==> src/rtl/smallcalc_controller.sv <==
// Instruction sequencer for the 4 x 5-bit calculator register file.
// Walks each instruction through IDLE -> READ -> EXEC -> WRITE; LDI skips READ.
module smallcalc_controller #(
    parameter int WIDTH  = 5,
    parameter int ADDR_W = 2
) (
    input  logic              clk_i,
    input  logic              rst_ni,
    input  logic              instr_valid_i,
    output logic              instr_ready_o,
    input  logic [2:0]        op_i,
    input  logic [ADDR_W-1:0] src_a_i,
    input  logic [ADDR_W-1:0] src_b_i,
    input  logic [ADDR_W-1:0] dst_i,
    input  logic [WIDTH-1:0]  imm_i,
    output logic              rf_rea_o,
    output logic              rf_reb_o,
    output logic [ADDR_W-1:0] rf_raa_o,
    output logic [ADDR_W-1:0] rf_rab_o,
    input  logic [WIDTH-1:0]  rf_douta_i,
    input  logic [WIDTH-1:0]  rf_doutb_i,
    output logic              rf_we_o,
    output logic [ADDR_W-1:0] rf_wa_o,
    output logic [WIDTH-1:0]  rf_din_o,
    output logic [WIDTH-1:0]  result_o,
    output logic              flag_z_o,
    output logic              flag_c_o,
    output logic              done_o
);

    typedef enum logic [1:0] {IDLE, READ, EXEC, WRITE} state_t;

    localparam logic [2:0] OP_ADD = 3'd0;
    localparam logic [2:0] OP_SUB = 3'd1;
    localparam logic [2:0] OP_AND = 3'd2;
    localparam logic [2:0] OP_OR  = 3'd3;
    localparam logic [2:0] OP_XOR = 3'd4;
    localparam logic [2:0] OP_NOT = 3'd5;
    localparam logic [2:0] OP_LDI = 3'd6;
    localparam logic [2:0] OP_MOV = 3'd7;

    state_t              state_q, state_d;
    logic [2:0]          op_q;
    logic [ADDR_W-1:0]   srcA_q, srcB_q, dst_q;
    logic [WIDTH-1:0]    imm_q;
    logic [WIDTH-1:0]    opA_q, opB_q;
    logic [WIDTH-1:0]    result_q, result_d;
    logic                flagZ_q, flagZ_d;
    logic                flagC_q, flagC_d;
    logic [WIDTH:0]      sum, diff;
    logic                twoOp;

    // Opcodes 0..4 are the only ones that consume operand B.
    assign twoOp = (op_q <= OP_XOR);

    always_ff @(posedge clk_i or negedge rst_ni) begin
        if (!rst_ni) begin
            state_q  <= IDLE;
            op_q     <= '0;
            srcA_q   <= '0;
            srcB_q   <= '0;
            dst_q    <= '0;
            imm_q    <= '0;
            opA_q    <= '0;
            opB_q    <= '0;
            result_q <= '0;
            flagZ_q  <= 1'b0;
            flagC_q  <= 1'b0;
        end else begin
            state_q  <= state_d;
            result_q <= result_d;
            flagZ_q  <= flagZ_d;
            flagC_q  <= flagC_d;
            if (state_q == IDLE && instr_valid_i) begin
                op_q   <= op_i;
                srcA_q <= src_a_i;
                srcB_q <= src_b_i;
                dst_q  <= dst_i;
                imm_q  <= imm_i;
            end
            if (state_q == READ) begin
                opA_q <= rf_douta_i;
                opB_q <= twoOp ? rf_doutb_i : '0;
            end
        end
    end

    // Result and flags become visible in WRITE, alongside done and the RF write.
    always_comb begin
        sum      = {1'b0, opA_q} + {1'b0, opB_q};
        diff     = {1'b0, opA_q} - {1'b0, opB_q};
        result_d = result_q;
        flagZ_d  = flagZ_q;
        flagC_d  = flagC_q;
        if (state_q == EXEC) begin
            flagC_d = 1'b0;
            unique case (op_q)
                OP_ADD: begin result_d = sum[WIDTH-1:0];  flagC_d = sum[WIDTH];  end
                OP_SUB: begin result_d = diff[WIDTH-1:0]; flagC_d = diff[WIDTH]; end
                OP_AND: result_d = opA_q & opB_q;
                OP_OR:  result_d = opA_q | opB_q;
                OP_XOR: result_d = opA_q ^ opB_q;
                OP_NOT: result_d = ~opA_q;
                OP_LDI: result_d = imm_q;
                OP_MOV: result_d = opA_q;
                default: result_d = '0;
            endcase
            flagZ_d = (result_d == '0);
        end
    end

    always_comb begin
        state_d       = state_q;
        instr_ready_o = 1'b0;
        rf_rea_o      = 1'b0;
        rf_reb_o      = 1'b0;
        rf_raa_o      = '0;
        rf_rab_o      = '0;
        rf_we_o       = 1'b0;
        rf_wa_o       = '0;
        rf_din_o      = '0;
        done_o        = 1'b0;
        unique case (state_q)
            IDLE: begin
                instr_ready_o = 1'b1;
                if (instr_valid_i) state_d = (op_i == OP_LDI) ? EXEC : READ;
            end
            READ: begin
                rf_rea_o = 1'b1;
                rf_reb_o = twoOp;
                rf_raa_o = srcA_q;
                rf_rab_o = srcB_q;
                state_d  = EXEC;
            end
            EXEC: state_d = WRITE;
            WRITE: begin
                rf_we_o  = 1'b1;
                rf_wa_o  = dst_q;
                rf_din_o = result_q;
                done_o   = 1'b1;
                state_d  = IDLE;
            end
            default: state_d = IDLE;
        endcase
    end

    assign result_o = result_q;
    assign flag_z_o = flagZ_q;
    assign flag_c_o = flagC_q;

endmodule

==> config.mk <==
export PLATFORM = sky130hd
export DESIGN_NAME = smallcalc_controller
export DESIGN_NICKNAME = d
export VERILOG_FILES = /design/src/rtl/smallcalc_controller.sv
export SDC_FILE = /design/constraint.sdc
export NUM_CORES = 1
export LEC_CHECK = 0
export CAP_MARGIN = 20
export CORE_MARGIN = 2
export CORE_UTILIZATION = 45
export CTS_CLUSTER_DIAMETER = 60
export CTS_CLUSTER_SIZE = 10
export DETAILED_ROUTE_END_ITERATION = 7
export GPL_ROUTABILITY_DRIVEN = 1
export PLACE_DENSITY = 0.73
export SLEW_MARGIN = 15
export SYNTH_ARGS = -nofsm -noshare
export SYNTH_HDL_FRONTEND = slang
export SYNTH_SLANG_ARGS = --single-unit
==> constraint.sdc <==
create_clock -name clk_i -period 3.3 [get_ports clk_i]
set_input_delay 0.495 -clock clk_i [delete_from_list [all_inputs] [get_ports clk_i]]
set_output_delay 0.495 -clock clk_i [all_outputs]
set_load 0.01 [all_outputs]
# --- After elaboration in Yosys (flattened, before gate mapping) ---
# Index checks and enable logic that the tools add are counted.
# Widths: inputs -> output; s select.
classes:
  n_addsub: 2
  mul: 0
  div_mod_pow: 0
  order_cmp: 1
  n_eq_ne: 12
  n_shift: 0
  mux: 15
  bitwise_logic: 4
  reduce_logical: 4
op_table:
  columns: ["op", "count"]
  rows:
  - ["$pmux 5 s8", 1]
  - ["$eq 3x3->1 const B", 5]
  - ["$mux 5", 3]
  - ["$mux 2", 5]
  - ["$pmux 2 s4", 1]
  - ["$add 5x5->6", 1]
  - ["$eq 3x2->1 const B", 2]
  - ["$sub 5x5->6", 1]
  - ["$and 5x5->5", 1]
  - ["$logic_not 5->1", 1]
  - ["$not 5->5", 1]
  - ["$or 5x5->5", 1]
  - ["$xor 5x5->5", 1]
  - ["$eq 2x2->1 const B", 2]
  - ["$mux 1", 4]
  - ["$eq 3x1->1 const B", 1]
  - ["$le 3x3->1 const B", 1]
  - ["$logic_not 3->1", 1]
  - ["$eq 2x1->1 const B", 1]
  - ["$logic_not 2->1", 1]
  - ["$ne 2x2->1 const B", 1]
  - ["$pmux 1 s2", 1]
  - ["$logic_and 1x1->1", 1]
totals:
  ff_bits: 33
  latch_bits: 0
  ramBits: 0
  mem_bits_ro: 0
  inputBits: 27
  out_inout_bits: 23
  elab_cells: 49
  mem_count: 0

# --- Logic depth before layout (Yosys ltp) ---
# Gate-level depths: netlist (run 1).
logic_depth:
  ltp_word: 4
  mapped_depth: 10
  depth_no_buf: 10

# --- Worst setup path after synthesis (run 1) ---
# No wires, ideal clock.
synth_path:
  path_type: "flip-flop to flip-flop"
  startpoint: "reg opA_q[0]"
  endpoint: "reg flagZ_q (netlist: flag_z_o)"
  setup_ps: 120
  arrival_time_ps: 2017
  t_required_ps: 3180
  path_slack_ps: 1162
  path_stages_with_launch: 11
  n_path_buf: 0
  synth_period_minus_slack_ps: 2138
  path_cell_list: "dfrtp_1 > inv_1 > ha_1 > inv_1 > fa_1 > nor2b_1 > o21a_1 > o21ba_2 > o31ai_1 > o21ai_0 > a41o_1"
synth_via:
  elab_chain_len: 4
  elab_cells_between_ends: 9
  classes_between: "2 x add/sub; 2 x mux; 4 x bitwise; 1 x reduce/logical"
synth_rtl:
  columns: ["item", "line_no", "source"]
  rows:
  - ["start: declaration", "46", "logic [WIDTH-1:0] opA_q, opB_q;"]
  - ["start signal: assignment", "82", "opA_q <= rf_douta_i;"]
  - ["$sub 5x5->6, or another cell as far along", "91", "diff = {1'b0, opA_q} - {1'b0, opB_q};"]
  - ["$pmux 5 s8 (*)", "97", "unique case (op_q)"]
  - ["$mux 5 (*)", "95", "if (state_q == EXEC) begin"]
  - ["$logic_not 5->1 (*)", "108", "flagZ_d = (result_d == '0);"]
  - ["end signal: assignment", "72", "flagZ_q <= flagZ_d;"]
  - ["end: declaration", "48", "logic flagZ_q, flagZ_d;"]
# Every way passes the cells marked *; elsewhere a longest branch is shown, timed or not. The select of a mux whose other input is x is not followed.
# A chain may end at the register's enable or synchronous reset.

# --- Worst setup path after layout (run 1) ---
layout_path:
  startpoint: "reg op_q[2]"
  endpoint: "out rf_reb_o"
layout_via:
  elab_chain_len: 2
layout_rtl:
  columns: ["item", "line_no", "source"]
  rows:
  - ["start: declaration", "43", "logic [2:0] op_q;"]
  - ["start signal: assignment", "75", "op_q <= op_i;"]
  - ["$le 3x3->1", "54", "assign twoOp = (op_q <= OP_XOR);"]
  - ["$mux 1", "123", "unique case (state_q)"]
  - ["end: declaration", "17", "output logic rf_reb_o,"]
# No other way between the ends.

==> reports/qor.yml, run 1 <==
routedWlPerCell_um: 14.0
clock_skew_ns: 0.00753
dieWidth_um: 73.8
grt-ovfl-total: 0
die_height_um: 73.8
crit_path_end_kind: "output pin"
synth_edf_count: 0
dp_hpwl_um: 3500
drv_slew: 0
cp_max_fo: 22
crit_type: "flip-flop to output pin"
start_kind: "flip-flop"
ys_seq_area_share_pct: 37.7
cts_tree: "yes"
synth_cells: 230
final_cell_mix: "49 x clkdlybuf4s50_1, 33 x dfrtp_1, 24 x o21ai_0, 20 x nand2_1"
clock_path_buffers: 2
routabilityCongestion: 0.863
synthTopCellsByArea: "dfrtp_1 38%, ha_1 11%, mux2_2 7.7%"
netlist_area_mm2: 0.00219
synth_top_family_by_area: "compound AO/OA/AOI/OAI gates"
postRouteAntennaNets: 0
async_reset_ff_share_pct: 100
hold_depth: 1
core_mm2: 0.00469
timing.max_cap.violations: 0
via_per_inst: 5.29
dieArea_mm2: 0.00544
cts-resized-gates: 0
synth-compound-area-share_pct: 15.8
outcome: "complete, no violations"
h-tree-depth: 2
tightestPinTransition_ns: 0.699
ys.flop_type: "dfrtp_1"
cts-hold-fix-buffers: 0
drc: 0
synthAdderAreaFrac_pct: 12.7
synthToLayoutAreaGrowth_pct: 26.7
synthMuxAreaShare_pct: 11.7
yosys_warnings: 0
fin_setup_tns_ns: 0
clock_sinks: 33
antenna_found_initial: 0
synth_largest_area_cell: "dfrtp_1"
power.density_mw_per_mm2: 1020
start_util_pct: 46.7
clk_latency_ns: 0.28
mostFrequentLayoutCell: "clkdlybuf4s50_1"
ys_seq_elements: 33
seqCellArea_um2: 826
drt_wl_total_um: 4630
grt_pass1_vias: 1664
final-hold-violation-count: 0
dp_slack_ns: 0.970
multiInputGateArea_mm2: 0.00122
rows: 25
synth_nets: 278
total_leakage_power_uw: 0.00122
io_buffers: 49
grt_usage_pct: 18.2
max_freq_ghz: 0.400
synth_simple_gate_area_share_pct: 14.4
clk_pin_slew_ns: 0.07
drt_iter0_drc: 88
nets: 324
relSlewSlack_pct: 53.4
final.setup.worst_slack_ns: 0.800
setup_viol: 0
syn_avg_cell_area_um2: 9.52
fillers: 419
rsz0062_at_grt: "false"
synth_top_area_share_pct: 37.7
min_period_ns: 2.50
post-cts-setup-buffer-count: 0
cp.required_ns: 2.80
min_path_type: "flip-flop to flip-flop"
ir_drop_uv: 422
cts_root_buffer: "clkbuf_8"
grt_pass1_wl_um: 7580
crit_arrival_ns: 2.00
r2r.worst_path.cells: 10
grt_max_degree: 34
diodes: 0
num_vias: 1752
cts_made_buffers: 5
drive_above_1_share_pct: 10.5
timing.final.crit_share_pct: 75.7
ios: 50
synth_cell_type_count: 42
yosys.area_share.xor_xnor_pct: 1.20
first_pass_iters: 4
==> sequential cells by signal, indices dropped and copies added, names as in the netlist, 2 cells and up <==
signal,cells
dst_q,2
imm_q,5
opA_q,5
opB_q,5
op_q,3
result_o,5
srcA_q,2
srcB_q,2
state_q,2
==> per-layer routing <==
metal | up-vias | global-route usage [%] | share of wire [%]
met1 | 832 | 23.5 | 46
met2 | 43 | 29.6 | 47
met4 | 0 | 7.88 | 2.3
met5 | - | 0 | 0
li1 | 867 | - | -
met3 | 10 | 3.57 | 4.1
==> through the flow <==
| stage | hold WS [ns] | utilization [%] | power (uW) | area (um2) | std cells |
|---|---|---|---|---|---|
| floorplan | 0.199 | - | 2030 | 2190 | 230 |
| global placement | 0.480 | 57.4 | 2500 | 2690 | 323 |
| detailed placement | 0.486 | 57.4 | 2550 | 2690 | 323 |
| CTS | 0.502 | 59.1 | 2850 | 2770 | 331 |
| global route | 0.510 | 59.1 | 3080 | 2770 | 331 |
| finish | 0.499 | 59.1 | 2830 | 2770 | 331 |
==> worst max-delay path: stages (launching register included) <==
cell and delay [ns]:
dfrtp_1 0.79, o21ai_0 0.17, and2_1 0.26, clkdlybuf4s50_1 0.50
==> cell type report <==
cell class / count / share of cell area (%)
inverters: 19 / 2.57
multi-input cells: 166 / 44.0
clock inverters: 2 / 0.361
repair buffers: 51 / 18.2
well taps: 54 / 2.44
flip-flops and latches: 33 / 29.8
clock buffers: 6 / 2.62
==> synth_stat cells, types with 2 or more instances <==
cell,instances
dfrtp_1,33
buf_2,3
nand2_1,20
ha_1,19
nand3_1,3
o2bb2ai_1,2
o21a_1,2
mux2i_1,6
buf_4,2
inv_1,19
nor3_1,2
fa_1,2
a211oi_1,2
o21bai_1,2
a21oi_1,10
buf_6,2
xnor2_1,2
nor2_1,15
and2_1,12
nand2b_1,5
clkbuf_1,5
mux2_2,15
o22ai_1,2
nor2b_1,4
o21ai_0,24
==> power by group <==
| group | total, uW | internal [uW] | switching (uW) |
|---|---|---|---|
| sequential | 849 | 610 | 239 |
| combinational | 1690 | 859 | 833 |
| clock | 292 | 146 | 146 |
==> final timing paths <==
check | start | to | slack (ns)
max reg2reg | opA_q[0]$_DFFE_PN0P_ | flag_z_o$_DFFE_PN0P_ | 0.95
min in group asynchronous | rst_ni | opB_q[0]$_DFFE_PN0P_ | 0.61
min reg2reg | srcA_q[1]$_DFFE_PN0P_ | srcA_q[1]$_DFFE_PN0P_ | 0.50
max in group asynchronous | rst_ni | dst_q[0]$_DFFE_PN0P_ | 2.39
max | op_q[2]$_DFFE_PN0P_ | rf_reb_o | 0.80
min | srcA_q[1]$_DFFE_PN0P_ | srcA_q[1]$_DFFE_PN0P_ | 0.50
==> cell families (layout without fill, tap and decap cells) <==
group	count (synthesis)	count (layout)
compound gates	55	55
simple gates	65	65
flops	33	33
fa+ha+maj	21	21
mux	22	22
buf+inv	31	78
xor+xnor	3	3
Note: power is estimated with default switching activity, not from simulation.
==> run 2, diff against run 1 <==
Settings changed: PLACE_DENSITY 0.73 to 0.76.
Clock period 3.3 ns to 2.1 ns, I/O delays scaled along.
==> run 2 against run 1 <==
The run now ends with negative setup slack left. Via count up 3.9%. Routed wire length increased by 9.3%. Global-route usage increased by 1.1 points. Critical path type is now flip-flop to flip-flop. Critical endpoint is now flag_z_o$_DFFE_PN0P_. Largest cell class unchanged.
==> reports/qor.yml, run 2 (synthesis gave the netlist of run 1 again) <==
outcome: "finished with violations"  # was complete, no violations
failed_checks: "negative setup slack"
grt_usage_pct: 19.4  # was 18.2%
drt_iter0_drc: 113  # was 88
ir_drop_uv: 862  # was 422 uV
clock_skew_ns: 0.00839  # was 0.00753 ns
dp_hpwl_um: 3700  # was 3500 um
drive_above_1_share_pct: 20.3  # was 10.5%
final_cell_mix: "49 x clkdlybuf4s50_1, 31 x dfrtp_1, 23 x o21ai_0, 20 x nand2_1, 20 x buf_4"  # was 49 x clkdlybuf4s50_1, 33 x dfrtp_1, 24 x o21ai_0, 20 x nand2_1
antenna_found_initial: 0  # unchanged
total_leakage_power_uw: 0.00133  # was 0.00122 uW
power.density_mw_per_mm2: 1700  # was 1020 mW/mm2
drc: 0  # unchanged
clock_sinks: 33  # unchanged
grt-ovfl-total: 0  # unchanged
cts-hold-fix-buffers: 0  # unchanged
crit_type: "flip-flop to flip-flop"  # was flip-flop to output pin
grt_max_degree: 34  # unchanged
crit_arrival_ns: 2.29  # was 2.00 ns
clk_latency_ns: 0.29  # was 0.28 ns
h-tree-depth: 2  # unchanged
timing.max_cap.violations: 0  # unchanged
grt_pass1_vias: 1716  # was 1664
power_uw: 5110  # was 2830 uW
rsz0062_at_grt: "true"  # was false
setup_viol: 1  # was 0
routabilityCongestion: 0.913  # was 0.863
drt_wl_total_um: 5060  # was 4630 um
first_pass_iters: 4  # unchanged
final.setup.worst_slack_ns: -0.00851  # was 0.800 ns
r2r.worst_path.cells: 10  # unchanged
cp_max_fo: 2  # was 22
fin_setup_tns_ns: -0.00851  # was 0 ns
final-hold-violation-count: 0  # unchanged
rows: 25  # unchanged
relSlewSlack_pct: 70.7  # was 53.4%
clock_path_buffers: 2  # unchanged
cts_root_buffer: "clkbuf_8"  # unchanged
cp.required_ns: 2.28  # was 2.80 ns
fin_util_pct: 64.2  # was 59.1%
cts_made_buffers: 5  # unchanged
synthToLayoutAreaGrowth_pct: 37.5  # was 26.7%
routedWlPerCell_um: 14.5  # was 14.0 um
diodes: 0  # unchanged
core_mm2: 0.00469  # unchanged
start_util_pct: 46.7  # unchanged
timing.final.crit_share_pct: 100
io_buffers: 49  # unchanged
grt_pass1_wl_um: 8050  # was 7580 um
dieArea_mm2: 0.00544  # unchanged
crit_path_end_kind: "flip-flop"  # was output pin
via_per_inst: 5.21  # was 5.29
max_freq_ghz: 0.474
nets: 342  # was 324
clk_pin_slew_ns: 0.07  # about the same
ios: 50  # unchanged
start_kind: "flip-flop"  # unchanged
postRouteAntennaNets: 0  # unchanged
dieWidth_um: 73.8  # unchanged
mostFrequentLayoutCell: "clkdlybuf4s50_1"  # unchanged
cts_tree: "yes"  # unchanged
min_period_ns: 2.11
num_vias: 1820  # was 1752
tightestPinTransition_ns: 0.439  # was 0.699 ns
die_height_um: 73.8  # unchanged
drv_slew: 0  # unchanged
min_path_type: "input port to asynchronous set/reset pin"  # was flip-flop to flip-flop
run 2: through the flow:
stage / instance area, um2 / hold WS [ns] / std cells / setup WS [ns]
after global routing: 3010 / 0.483 / 349 / -0.103
after CTS: 2950 / 0.441 / 345 / -0.0294
final: 3010 / 0.430 / 349 / -0.00851
after detailed placement: 2800 / 0.486 / 337 / -0.110
after floorplan: 2190 / 0.0194 / 230 / 0.00126
after global placement: 2800 / 0.481 / 337 / -0.0464
run 2: worst max-delay path: stages (launching register included):
cell	delay, ns
dfrtp_1	0.39
inv_2	0.08
ha_4	0.14
inv_2	0.03
fa_2	0.32
nor2b_1	0.14
o21a_1	0.23
o21ba_4	0.21
o31ai_4	0.18
o21ai_2	0.09
a41o_1	0.18
run 2: worst paths after layout:
check,endpoint,slack (ns),from
setup / recovery,flag_z_o$_DFFE_PN0P_,-0.009,opA_q[0]$_DFFE_PN0P_
min in group clk_i,srcA_q[0]$_DFFE_PN0P_,0.50,srcA_q[0]$_DFFE_PN0P_
max in group asynchronous,op_q[0]$_DFFE_PN0P_,1.32,rst_ni
hold reg to reg,srcA_q[0]$_DFFE_PN0P_,0.50,srcA_q[0]$_DFFE_PN0P_
hold / removal,imm_q[2]$_DFFE_PN0P_,0.43,rst_ni
setup reg to reg,flag_z_o$_DFFE_PN0P_,-0.009,opA_q[0]$_DFFE_PN0P_
run 2: per-layer routing:
layer / vias up / part of all wire, % / global-route usage (%)
met5: - / 0 / 0
met4: 0 / 1.1 / 5.86
met3: 7 / 2.9 / 3.98
met2: 40 / 52 / 31.2
met1: 863 / 44 / 26.2
li1: 910 / - / -
run 2: area by class of cell:
| class | count | area [um2] |
|---|---|---|
| fill | 394 | 1680 |
| multi-input combinational | 166 | 1290 |
| sequential | 33 | 828 |
| timing repair buffer | 69 | 641 |
| clock buffer | 7 | 86.3 |
| inverter | 19 | 71.3 |
| tap | 54 | 67.6 |
| clock inverter | 1 | 30.0 |
run 2: repair_timing:
item,in CTS,in global routing
gates resized for setup,7,9
endpoints found under the setup margin,7,11
pin swaps,0,4
setup buffers,0,4
endpoints found under the hold margin,0,0
run 2: power breakdown:
| group | internal (uW) | switching [uW] | leakage, uW |
|---|---|---|---|
| clock network | 387 | 233 | 0.0000585 |
| logic | 1640 | 1610 | 0.000872 |
| registers | 967 | 272 | 0.000395 |
| total | 3000 | 2110 | 0.00133 |
==> run 3, diff against run 2 <==
Settings changed: CORE_MARGIN 2 to unset.
==> run 3 against run 2 <==
The run still ends with negative setup slack left. Die area fell by 5.3%. Register-to-register slack about the same. Maximum frequency shrank 0.15%. Cell count shrank 1.1%. Core utilization decreased by 1.5 points. Highest routed layer unchanged.
==> reports/qor.yml, run 3 (synthesis gave the netlist of run 1 again) <==
drt_iter0_drc: 102  # was 113
crit_family: "compound AO/OA/AOI/OAI gates"  # unchanged
grt_max_degree: 34  # unchanged
power.density_mw_per_mm2: 1630  # was 1700 mW/mm2
drt_wl_total_um: 4780  # was 5060 um
hold_slack_ns: 0.428  # was 0.430 ns
final-hold-violation-count: 0  # unchanged
cts_root_buffer: "clkbuf_8"  # unchanged
grt_usage_pct: 20.0  # was 19.4%
outcome: "finished with violations"  # unchanged
dp_hpwl_um: 3560  # was 3700 um
failed_checks: "negative setup slack"  # unchanged
min_period_ns: 2.11  # about the same
seqPwrFrac_pct: 25.1  # was 24.2%
routedWlPerCell_um: 13.9  # was 14.5 um
cts_tree: "yes"  # unchanged
postRouteAntennaNets: 0  # unchanged
tightestPinTransition_ns: 0.423  # was 0.439 ns
first_pass_iters: 4  # unchanged
p_int_uw: 2770  # was 3000 uW
antenna_found_initial: 0  # unchanged
critical_path.most_common_cell: "inv_2"  # unchanged
crit_arrival_ns: 2.28  # was 2.29 ns
fillers: 409  # was 394
cp.required_ns: 2.27  # was 2.28 ns
stdcell_area_mm2: 0.00294  # was 0.00301 mm2
power_uw: 4790  # was 5110 uW
via_per_inst: 5.30  # was 5.21
die_height_um: 71.8  # was 73.8 um
dp.cells: 336  # was 337
clock_skew_ns: 0.00747  # was 0.00839 ns
drc: 0  # unchanged
clock_path_buffers: 2  # unchanged
slowest_delay_ns: 0.39  # about the same
mostFrequentLayoutCell: "clkdlybuf4s50_1"  # unchanged
min_path_type: "input port to asynchronous set/reset pin"  # unchanged
core_mm2: 0.00469  # unchanged
cts_made_buffers: 5  # unchanged
drive_above_1_share_pct: 18.2  # was 20.3%
clk_pin_slew_ns: 0.07  # about the same
crit_type: "flip-flop to flip-flop"  # unchanged
num_vias: 1827  # was 1820
drv_slew: 0  # unchanged
max_freq_ghz: 0.474  # about the same
timing.final.crit_share_pct: 101  # was 100%
cp_slowest_cell: "dfrtp_1"  # unchanged
clk_latency_ns: 0.28  # was 0.29 ns
cp.buffers_inverters: 2  # unchanged
wl_met1_um: 2130  # was 2240 um
diodes: 0  # unchanged
dieArea_mm2: 0.00515  # was 0.00544 mm2
dieWidth_um: 71.8  # was 73.8 um
grt_pass1_vias: 1756  # was 1716
rsz0062_at_grt: "true"  # unchanged
p_switching_uw: 2030  # was 2110 uW
start_util_pct: 46.7  # unchanged
total_leakage_power_uw: 0.00130  # was 0.00133 uW
final_cell_mix: "49 x clkdlybuf4s50_1, 33 x dfrtp_1, 22 x o21ai_0, 20 x nand2_1"  # was 49 x clkdlybuf4s50_1, 31 x dfrtp_1, 23 x o21ai_0, 20 x nand2_1, 20 x buf_4
route.met2.wl_um: 2410  # was 2610 um
grt-ovfl-total: 0  # unchanged
ios: 50  # unchanged
ir_drop_uv: 1290  # was 862 uV
io_buffers: 49  # unchanged
synthToLayoutAreaGrowth_pct: 34.3  # was 37.5%
fin_cells: 345  # was 349
route.met3.wl_um: 168  # was 149 um
start_kind: "flip-flop"  # unchanged
p_sw_share_pct: 42.3  # was 41.4%
cp_cell_sequence: "inv_2, ha_4, inv_2, fa_2, nor2b_1, o21a_1, o21ba_4, o31ai_2, o21ai_1, a41o_1"  # was inv_2, ha_4, inv_2, fa_2, nor2b_1, o21a_1, o21ba_4, o31ai_4, o21ai_2, a41o_1
pwr-share-clk_pct: 9.7  # was 12.1%
placed_area_mm2: 0.00280  # about the same
p_comb_share_pct: 65.2  # was 63.6%
routabilityCongestion: 0.936  # was 0.913
crit_path_end_kind: "flip-flop"  # unchanged
highest_layer: "met4"  # unchanged
clock_sinks: 33  # unchanged
relSlewSlack_pct: 71.8  # was 70.7%
h-tree-depth: 2  # unchanged
cp_max_fo: 2  # unchanged
rows: 25  # unchanged
grt_pass1_wl_um: 8050  # unchanged
final.setup.worst_slack_ns: -0.0117  # was -0.00851 ns
nets: 338  # was 342
setup_viol: 1  # unchanged
cts-hold-fix-buffers: 0  # unchanged
timing.max_cap.violations: 0  # unchanged
-- run 3: cell types whose count changed in the layout (fill, tap and decap cells not counted), moves of 2 or more --
cell / previous run / this run
buf_4: 20 / 15
clkinv_2: 0 / 2
dfrtp_1: 31 / 33
dfrtp_2: 2 / 0
o21ai_1: 0 / 2
-- run 3: power groups by stage --
stage / clock (uW) / sequential, uW / combinational (uW)
final: 464 / 1200 / 3130
after global routing: 498 / 1250 / 3470
after CTS: 476 / 1200 / 3020
after detailed placement: 0 / 1200 / 2980
after global placement: 0 / 1190 / 2930
after floorplan: 0 / 1190 / 2010
-- run 3: through the flow --
stage / TNS, ns / setup slack, ns / utilization, %
after floorplan: 0 / 0.00126 / -
after global placement: -0.0410 / -0.0410 / 59.7
after detailed placement: -0.0729 / -0.0729 / 59.7
after CTS: -0.0579 / -0.0579 / 61.8
after global routing: -0.135 / -0.112 / 62.7
final: -0.0117 / -0.0117 / 62.7
-- run 3: worst paths after layout --
check,from,to,slack (ns),cells past startpoint
max,opA_q[0]$_DFFE_PN0P_,flag_z_o$_DFFE_PN0P_,-0.01,10
min,rst_ni,imm_q[1]$_DFFE_PN0P_,0.43,2
max reg2reg,opA_q[0]$_DFFE_PN0P_,flag_z_o$_DFFE_PN0P_,-0.01,10
min reg2reg,srcA_q[0]$_DFFE_PN0P_,srcA_q[0]$_DFFE_PN0P_,0.50,1
max in group asynchronous,rst_ni,imm_q[4]$_DFFE_PN0P_,1.36,2
min in group clk_i,srcA_q[0]$_DFFE_PN0P_,srcA_q[0]$_DFFE_PN0P_,0.50,1
-- run 3: layer usage --
layer	track usage (%)	vias to the layer above
li1	-	900
met3	3.09	9
met1	26.2	877
met5	0	-
met4	6.54	0
met2	33.8	41
-- run 3: repair_timing --
action / 4_1_cts / 5_1_grt
gates cloned: 0 / 0
endpoints found under the setup margin: 7 / 11
resized for setup: 3 / 10
pin swaps: 1 / 1
buffers inserted: 0 / 1
-- run 3: final cells by class --
| cell class | count | area [um2] | area share (%) |
|---|---|---|---|
| Inverter | 19 | 71.3 | 2.42 |
| Tap cell | 54 | 67.6 | 2.30 |
| Clock buffer | 6 | 72.6 | 2.47 |
| Sequential cell | 33 | 826 | 28.1 |
| Multi-Input combinational cell | 166 | 1270 | 43.2 |
| Timing Repair Buffer | 65 | 623 | 21.2 |
| Clock inverter | 2 | 10.0 | 0.340 |
-- run 3: worst reg2reg max path: stages (launching register included) --
cell	delay, ns
dfrtp_1	0.39
inv_2	0.08
ha_4	0.13
inv_2	0.03
fa_2	0.33
nor2b_1	0.14
o21a_1	0.19
o21ba_4	0.19
o31ai_2	0.20
o21ai_1	0.12
a41o_1	0.19
